File: config.mk
export PLATFORM = sky130hd
export DESIGN_NAME = fu_complete_arbiter
export DESIGN_NICKNAME = d
export VERILOG_FILES = /design/src/rtl/fu_complete_arbiter_pkg.sv /design/src/rtl/fu_complete_arbiter_oldest_select.sv /design/src/rtl/fu_complete_arbiter.sv
export SDC_FILE = /design/constraint.sdc
export NUM_CORES = 1
export LEC_CHECK = 0
export CORE_AREA = 2 2 324 326
export DETAILED_ROUTE_END_ITERATION = 12
export DIE_AREA = 0 0 326 328
export DONT_BUFFER_PORTS = 1
export SETUP_SLACK_MARGIN = 0.02
export SLEW_MARGIN = 15
export SYNTH_ARGS = -nofsm -noshare
export SYNTH_HDL_FRONTEND = slang
export SYNTH_SLANG_ARGS = --single-unit
File: constraint.sdc
create_clock -name clk -period 15.1 [get_ports clk]
set_input_delay 2.265 -clock clk [delete_from_list [all_inputs] [get_ports clk]]
set_output_delay 2.265 -clock clk [all_outputs]
set_load 0.02 [all_outputs]
File: src/rtl/fu_complete_arbiter_pkg.sv
// Types shared between the functional units and the writeback-side complete arbiter.
// fu_complete_t is the complete packet every FU presents on its fu_interface complete side.
package rv32i_types;

    typedef struct packed {
        logic [63:0] order;
        logic [4:0]  rd;
        logic [31:0] data;
        logic [31:0] pc;
        logic [31:0] pc_wdata;
    } fu_complete_t;

    localparam int FU_IDX_ALU = 0;
    localparam int FU_IDX_MUL = 1;
    localparam int FU_IDX_LSU = 2;
    localparam int FU_IDX_BR  = 3;
    localparam int FU_COUNT   = 4;

endpackage

File: src/rtl/fu_complete_arbiter_oldest_select.sv
// fu_oldest_select: combinational pick of the valid entry with the smallest order.
// Equal orders resolve to the lowest index; grant is one-hot, or all-zero when nothing is valid.
module fu_oldest_select #(
    parameter int NUM_FU = 4,
    parameter int IDX_W  = $clog2(NUM_FU)
) (
    input  logic [NUM_FU-1:0] valid,
    input  logic [63:0]       order [NUM_FU],
    output logic [NUM_FU-1:0] grant,
    output logic [IDX_W-1:0]  idx,
    output logic              any
);

    logic [63:0] best;

    // Strict less-than keeps the earlier (lower-index) entry on a tie.
    always_comb begin
        any   = 1'b0;
        idx   = '0;
        best  = '0;
        grant = '0;
        for (int i = 0; i < NUM_FU; i++) begin
            if (valid[i] && (!any || (order[i] < best))) begin
                any  = 1'b1;
                idx  = IDX_W'(i);
                best = order[i];
            end
        end
        grant[idx] = any;
    end

endmodule

File: src/rtl/fu_complete_arbiter.sv
// Shares the single writeback/complete port among NUM_FU functional units, oldest order first,
// through a one-entry output register. Optional stats counters under FU_ARB_STATS_EN.
module fu_complete_arbiter
    import rv32i_types::*;
#(
    parameter int  NUM_FU = 4,
    localparam int IDX_W  = $clog2(NUM_FU)
) (
    input  logic              clk,
    input  logic              rst,
    input  logic              flush,
    input  logic [NUM_FU-1:0] req_valid,
    input  fu_complete_t      req_data [NUM_FU],
    output logic [NUM_FU-1:0] req_ready,
    output logic              wb_valid,
    output fu_complete_t      wb_data,
    output logic [IDX_W-1:0]  wb_src,
    input  logic              wb_ready
`ifdef FU_ARB_STATS_EN
    ,
    output logic [31:0]       conflict_cnt,
    output logic [31:0]       stall_cnt
`endif
);

    logic [63:0]       req_order [NUM_FU];
    logic [NUM_FU-1:0] sel_grant;
    logic [IDX_W-1:0]  sel_idx;
    logic              sel_any;
    logic              can_load;
    logic              grant_en;
    logic              xfer;

    always_comb begin
        for (int i = 0; i < NUM_FU; i++) begin
            req_order[i] = req_data[i].order;
        end
    end

    fu_oldest_select #(
        .NUM_FU (NUM_FU),
        .IDX_W  (IDX_W)
    ) u_select (
        .valid (req_valid),
        .order (req_order),
        .grant (sel_grant),
        .idx   (sel_idx),
        .any   (sel_any)
    );

    assign can_load  = !wb_valid || wb_ready;
    assign grant_en  = can_load && !flush && !rst;
    assign req_ready = grant_en ? sel_grant : '0;
    assign xfer      = grant_en && sel_any;

    // Flush drops the held packet; a transfer overwrites a consumed one with no bubble.
    always_ff @(posedge clk) begin
        if (rst) begin
            wb_valid <= 1'b0;
            wb_data  <= '0;
            wb_src   <= '0;
        end else if (flush) begin
            wb_valid <= 1'b0;
        end else if (xfer) begin
            wb_valid <= 1'b1;
            wb_data  <= req_data[sel_idx];
            wb_src   <= sel_idx;
        end else if (wb_ready) begin
            wb_valid <= 1'b0;
        end
    end

`ifdef FU_ARB_STATS_EN
    logic conflict_hit;
    logic stall_hit;

    assign conflict_hit = ($countones(req_valid) >= 2) && !flush;
    assign stall_hit    = wb_valid && !wb_ready;

    // Saturating counters; only reset clears them, flush does not.
    always_ff @(posedge clk) begin
        if (rst) begin
            conflict_cnt <= '0;
            stall_cnt    <= '0;
        end else begin
            if (conflict_hit && (conflict_cnt != 32'hFFFF_FFFF)) begin
                conflict_cnt <= conflict_cnt + 32'd1;
            end
            if (stall_hit && (stall_cnt != 32'hFFFF_FFFF)) begin
                stall_cnt <= stall_cnt + 32'd1;
            end
        end
    end
`endif

endmodule

==> results.md, run 1 <==
- Avg Cell Area, Syn: 7.70 sq um
- Number of synthesis warnings: 0
- Final hold violations: 0
- Share of the yosys chip area belonging to registers: 19.9%
- Clock transition at the registers of the reported paths: 0.08 ns
- Most instantiated cells after synthesis: sky130_fd_sc_hd__nand2_1, sky130_fd_sc_hd__o21ai_0, sky130_fd_sc_hd__ha_1
- Fin crit share: 94.1%
- Maximum fanout count along the critical path: 70
- Worst-case headroom to the max-slew limit: 20.0%
- Number of antenna violations at the first check in global routing: 16
- Die area: 0.107 sq mm
- Number of enable flip-flop cells after synthesis: 0
- Max Root-Sink Buffers: 2
- Crit path time final: 14.21 ns
- Library cells used by synthesis: 64
- Leak Pwr: 6.70 nW
- Critical path class: in -> out
- Area growth, synth to finish: 10.6%
- Internal: 0.967 mW
- Number of global-route vias before repair: 17,700
- Synth area leaders: sky130_fd_sc_hd__dfxtp_1, sky130_fd_sc_hd__ha_1, sky130_fd_sc_hd__mux2i_1
- Total Power: 1.73 mW
- Cell type with the highest aggregate area in the netlist: sky130_fd_sc_hd__dfxtp_1
- H-tree depth reported by CTS: 4
- Max incr delay on CP: 0.53 ns
- Setup-violating endpoint count in the final report: 0
- Grt ovf: 0
- Startpoint Class: primary input
- Top achievable clock speed: 0.0704 GHz
- Switch Pwr: 0.765 mW
- Number of max-slew violations in the final report: 0
- Final sum of negative setup slack: 0 ns
- Gate count after technology mapping: 2,191
- Weighted congestion at the end of routability-driven global placement: 0.907
- Final clock skew: 0.0156 ns
- Routed vias: 18,700
- Wire length per cell after detailed routing: 30.4 microns
- Post-Place Cells: 3,390
- Library cell appearing most often on the critical path: sky130_fd_sc_hd__nand2_1
- Part of the power in the clock network: 27.7%
- Number of filler instances in the final layout: 11,700
- Proportion of power drawn by flip-flops and latches: 35.2%
- Area share of the largest cell type after synthesis: 19.9%
- Via/cell ratio: 5.44
- Tightest Hold Check Type: reg -> reg
- Number of synthesized register bits: 168
- Clock tree from TritonCTS: built
- Iteration count of the initial detailed-routing pass: 7
- Switching portion of total power: 44.2%
- Total power per unit cell area: 92.8 mW/mm^2
- CORE AREA: 0.103 sq mm
- Final standard cell count with taps included and fillers excluded: 3,435
- Maximum number of pins on one net before global-route repair: 171
- First-pass GRT wire length: 141,000 microns
- Root cell of the clock tree: sky130_fd_sc_hd__clkbuf_16
- Worst voltage drop across the vdd grid: 0.0468 mV
- Post-CTS Repair Setup Buffers: 0
- Unrepaired setup endpoints after global routing: false
- Total nets after synthesis: 3,048
- Overall die height: 328 microns
- Insertion delay to the later sink of the worst-skew pair: 0.51 ns
- Type of destination of the critical path: primary output
- Final core area utilization: 18.1%
- Run status: complete, no violations
- Count of standard-cell rows: 118
- Post-layout net count: 2,887
- Main flop type after synthesis: sky130_fd_sc_hd__dfxtp_1
- Number of max-capacitance violations reported: 0
- Die width: 326 microns
- Final design area excluding fillers: 0.0187 sq mm
- Worst-Margin Slew: 1.20 ns
- Input/output buffers: 0
- Data required time at the worst endpoint: 12.84 ns
- Part of the power in combinational logic: 37.1%
- Ratio of cells with drive above 1 in the final layout: 4.75%
- DRC violations left: 0
- Cell Area, Placed: 0.0180 sq mm
- Summed instance area of the synthesized netlist: 0.0169 sq mm
- All-Layer GR Usage: 18.5%
- Number of placed I/O pins: 840
- Crit path DAT: 11.95 ns
- TritonCTS buffer count: 17
- Most frequent cell after synthesis: sky130_fd_sc_hd__nand2_1
- Remaining antenna violation count: 0
- Initial Utilization: 16.4%
- Clock sinks: 168
- Total Routed Length: 105,000 microns
- Fraction of synthesis flops using an asynchronous set or reset pin: 0%
- HPWL Detailed: 82,900 microns
- CP max stage cell: sky130_fd_sc_hd__a2111o_2
- First-iteration detailed-routing DRC count: 1,790
-- power by group through the flow --
stage	Sequential, mW	Combinational (mW)	Clock [mW]
2_1_floorplan	0.572	0.478	0
3_3_place_gp	0.627	0.628	0
3_5_place_dp	0.627	0.633	0
4_1_cts	0.617	0.637	0.506
5_1_grt	0.616	0.712	0.514
6_report	0.610	0.643	0.480
-- sequential cells by signal, summed over array words and instances (netlist names) --
register / cells
wb_src: 2
wb_valid: 1
wb_data: 165
-- metal layers --
layer	global-route usage [%]	routed length [microns]	up-vias
met1	21.0	40100	9040
li1	-	-	8259
met2	30.1	48300	1131
met3	8.24	11700	257
met4	7.54	4380	14
met5	0	96	-
-- layout make-up --
| cell class | count | area (sq um) | share of cell area [%] |
|---|---|---|---|
| clock inverters | 13 | 131 | 0.704 |
| inverters | 6 | 22.5 | 0.121 |
| flip-flops and latches | 168 | 3360 | 18.0 |
| well taps | 1380 | 1730 | 9.25 |
| multi-input cells | 1798 | 12600 | 67.7 |
| diodes | 12 | 30.0 | 0.161 |
| repair buffers | 39 | 318 | 1.70 |
| clock buffers | 19 | 443 | 2.37 |
-- worst max-delay path, delay by kind of cell --
family	cells	cell delay [ns]
buf+inv	2	0.60
simple gates	16	4.03
compound gates	12	3.95
fa+ha+maj	3	0.99
-- metrics by stage --
step / hold WS, ns / setup slack [ns]
6_report: 0.594 / 0.886
5_1_grt: 0.613 / 0.188
4_1_cts: 0.596 / 0.469
3_5_place_dp: 0.582 / 0.492
3_3_place_gp: 0.575 / 0.596
2_1_floorplan: 0.561 / 1.82
-- final timing paths --
| path | slack, ns | end | start | cells after the start |
|---|---|---|---|---|
| max reg2reg | 12.20 | wb_data[119]$_SDFFE_PP0P_ | wb_valid$_SDFFE_PP0P_ | 5 |
| max | 0.89 | req_ready[0] | req_valid[0] | 33 |
| min | 0.59 | wb_src[0]$_SDFFE_PP0P_ | wb_src[0]$_SDFFE_PP0P_ | 2 |
| min reg2reg | 0.59 | wb_src[0]$_SDFFE_PP0P_ | wb_src[0]$_SDFFE_PP0P_ | 2 |
-- logic make-up after synthesis --
family	count (synthesis)	synth area share, %
and+or+nand+nor	699	18.8
buffers and inverters	226	5.79
muxes	131	7.77
adders and majority gates	189	14.0
DFF	168	19.9
AOI/OAI and AO/OA	778	33.7
-- layout by cell type (no fill, tap or decap), drive strengths merged, types with 3 or more instances in the layout --
cell type and instances:
o221ai 109, a22oi 63, diode 12, a21o 11
o211ai 6, inv 13, a311oi 133, nand4 32
buf 39, and2 8, and4 5, a2111oi 3
a221oi 31, nor3 23, a211oi 18, ha 189
nor2b 4, nand3b 34, mux2i 131, o21bai 27
nor2 141, nand2 306, nand2b 7, a31oi 4
nand3 130, a221o 36, o2bb2ai 24, clkinv 3
a211o 3, a21oi 42, dfxtp 168, clkbuf 19
o21a 3, o21ai 251
-- what timing repair did --
item,in CTS,in global routing
endpoints found under the setup margin,0,2
hold buffers,0,0
hold endpoints to repair,0,0
gates resized for setup,0,0
No activity file was read; power rests on OpenSTA's default activity.
==> run 2, diff against run 1 <==
--- a/config.mk
+++ b/config.mk
@@ -5,9 +5,9 @@
 export SDC_FILE = /design/constraint.sdc
 export NUM_CORES = 1
 export LEC_CHECK = 0
-export CORE_AREA = 2 2 324 326
+export CORE_AREA = 2 2 323 325
 export DETAILED_ROUTE_END_ITERATION = 12
-export DIE_AREA = 0 0 326 328
+export DIE_AREA = 0 0 325 327
 export DONT_BUFFER_PORTS = 1
 export SETUP_SLACK_MARGIN = 0.02
 export SLEW_MARGIN = 15
==> results.md, run 2 (same netlist as run 1, synthesis figures left out) <==
- Number of max-capacitance violations reported: 0 (unchanged)
- Minimum hold slack: 0.591 ns (-0.00333 ns)
- Top achievable clock speed: 0.0689 GHz (-2.1%)
- Unrepaired setup endpoints after global routing: false
- First-pass GRT wire length: 141,000 microns (+0.61%)
- Area growth, synth to finish: 10.8%
- Total Power: 1.79 mW (+3.1%)
- Root cell of the clock tree: sky130_fd_sc_hd__clkbuf_16
- Number of placed I/O pins: 840 (unchanged)
- Register-to-register path setup slack: 11.55 ns (-0.65 ns)
- CP max stage cell: sky130_fd_sc_hd__a2111o_2
- HPWL Detailed: 80,800 microns (-2.5%)
- CORE AREA: 0.103 sq mm (-0.29%)
- Switching portion of total power: 43.4% (-0.79 points)
- Total power per unit cell area: 95.6 mW/mm^2 (+2.9%)
- Post-CTS Repair Setup Buffers: 0 (unchanged)
- Input/output buffers: 0 (unchanged)
- Fin crit share: 96.2% (+2.0 points)
- Leading cell types in the layout, fill and taps excluded: sky130_fd_sc_hd__nand2_1, sky130_fd_sc_hd__o21ai_0, sky130_fd_sc_hd__ha_1, sky130_fd_sc_hd__dfxtp_1, sky130_fd_sc_hd__nor2_1
- Final hold violations: 0 (unchanged)
- Final sum of negative setup slack: 0 ns (unchanged)
- Final core area utilization: 18.2% (+0.082 points)
- Iteration count of the initial detailed-routing pass: 5 (-2)
- Worst setup slack after placement: 0.145 ns (-0.348 ns)
- Post-layout net count: 2,881 (-0.21%)
- Flip-flop count of the largest register after layout: 165 (unchanged)
- Ratio of cells with drive above 1 in the final layout: 4.57% (-0.18 points)
- Leak Pwr: 6.72 nW (+0.22%)
- Die width: 325 microns (-0.31%)
- Grt ovf: 0 (unchanged)
- Number of filler instances in the final layout: 11,600 (-0.75%)
- First-iteration detailed-routing DRC count: 1,685 (-5.9%)
- Clock transition at the registers of the reported paths: 0.08 ns (about the same)
- Part of the power in the clock network: 29.8% (+2.1 points)
- Worst voltage drop across the vdd grid: 0.0502 mV (+7.1%)
- Max incr delay on CP: 0.54 ns (about the same)
- TritonCTS buffer count: 17 (unchanged)
- Worst-case headroom to the max-slew limit: 18.9% (-1.0 points)
- Clock tree from TritonCTS: built
- Die area: 0.106 sq mm (-0.61%)
- Register with the most flip-flops: wb_data
- Wire length per cell after detailed routing: 30.6 microns (+0.58%)
- Maximum number of pins on one net before global-route repair: 175 (+2.3%)
- DRC violations left: 0 (unchanged)
- Run status: complete, no violations
- All-Layer GR Usage: 18.7% (+0.20 points)
- Data required time at the worst endpoint: 12.84 ns (about the same)
- Critical path class: in -> out
- Cts repair resizes: 0 (unchanged)
- Remaining antenna violation count: 0 (unchanged)
- Post-Place Cells: 3,384 (-0.18%)
- Tightest Hold Check Type: reg -> reg
- Weighted congestion at the end of routability-driven global placement: 0.898 (-0.94%)
- Internal: 1.01 mW (+4.6%)
- Number of antenna violations at the first check in global routing: 19 (+3)
- Crit path DAT: 12.26 ns (+0.31 ns)
- Switch Pwr: 0.774 mW (+1.3%)
- Total Routed Length: 105,000 microns (+0.35%)
- Max Root-Sink Buffers: 2 (unchanged)
- H-tree depth reported by CTS: 4 (unchanged)
- Part of the power in combinational logic: 36.3% (-0.8 points)
- Type of destination of the critical path: primary output
- Routed vias: 18,900 (+1.1%)
- Hold buffers post-CTS: 0 (unchanged)
- Crit path time final: 14.52 ns (+0.309 ns)
- Final design area excluding fillers: 0.0187 sq mm (+0.17%)
- Overall die height: 327 microns (-0.30%)
- Initial Utilization: 16.4% (+0.047 points)
- Most common cell after layout, fill and taps aside: sky130_fd_sc_hd__nand2_1
- Number of max-slew violations in the final report: 0 (unchanged)
- Clock sinks: 168 (unchanged)
- Worst-Margin Slew: 1.22 ns (+0.0157 ns)
- Proportion of power drawn by flip-flops and latches: 33.9% (-1.3 points)
- Final clock skew: 0.0143 ns (-0.00124 ns)
- Count of standard-cell rows: 118 (unchanged)
- Final standard cell count with taps included and fillers excluded: 3,427 (-0.23%)
- Via/cell ratio: 5.51 (+1.3%)
- Maximum fanout count along the critical path: 70 (unchanged)
- Worst Slack Setup Final: 0.577 ns (-0.309 ns)
- Biggest registers after layout: wb_data x165, wb_src x2, wb_valid x1
- Setup-violating endpoint count in the final report: 0 (unchanged)
- Cell Area, Placed: 0.0180 sq mm (-0.19%)
- Number of global-route vias before repair: 17,500 (-0.66%)
- Insertion delay to the later sink of the worst-skew pair: 0.51 ns (about the same)
- Startpoint Class: primary input
run 2: cell types whose count changed in the layout (fill, tap and decap cells not counted), sizes merged:
cell / delta
clkinv: +2
diode: -2
bufinv: +3
inv: -1
buf: -6
clkinvlp: -2
clkbuf: -2
run 2: critical path, delay by kind of cell:
kind            cells  cell delay [ns]
buf+inv             3             1.04
simple gates       16             4.00
compound gates     12             3.82
fa+ha+maj           3             0.97
run 2: path summary, 6_finish.rpt:
path / startpoint / end / cells after the start
worst max-delay path: req_valid[0] / req_ready[1] / 34
worst min-delay path: wb_src[0]$_SDFFE_PP0P_ / wb_src[0]$_SDFFE_PP0P_ / 2
worst max register to register: wb_valid$_SDFFE_PP0P_ / wb_data[78]$_SDFFE_PP0P_ / 7
worst min register to register: wb_src[0]$_SDFFE_PP0P_ / wb_src[0]$_SDFFE_PP0P_ / 2
run 2: metal layers:
layer  global-route usage [%]  wire [microns]  share of wire, %  up-vias
li1                         -               -                 -     8241
met1                     21.5           40100                38     9242
met5                        0              85             0.081        -
met3                     7.54           11500                11      215
met2                     30.3           48600                46     1186
met4                     8.30            4590               4.4       14
run 2: final cells by class:
type	count	area [sq um]	area share, %
Timing Repair Buffer	33	283	1.51
Clock buffer	17	425	2.28
Sequential cell	168	3360	18.0
Inverter	6	22.5	0.120
Antenna cell	10	25.0	0.134
Tap cell	1380	1730	9.24
Clock inverter	15	214	1.14
Multi-Input combinational cell	1798	12600	67.6
run 2: power by group through the flow:
stage          sequential (mW)  clock [mW]  combinational, mW
3_5_place_dp             0.621           0              0.638
6_report                 0.605       0.532              0.649
4_1_cts                  0.611       0.557              0.641
3_3_place_gp             0.621           0              0.631
2_1_floorplan            0.572           0              0.478
5_1_grt                  0.610       0.564              0.718
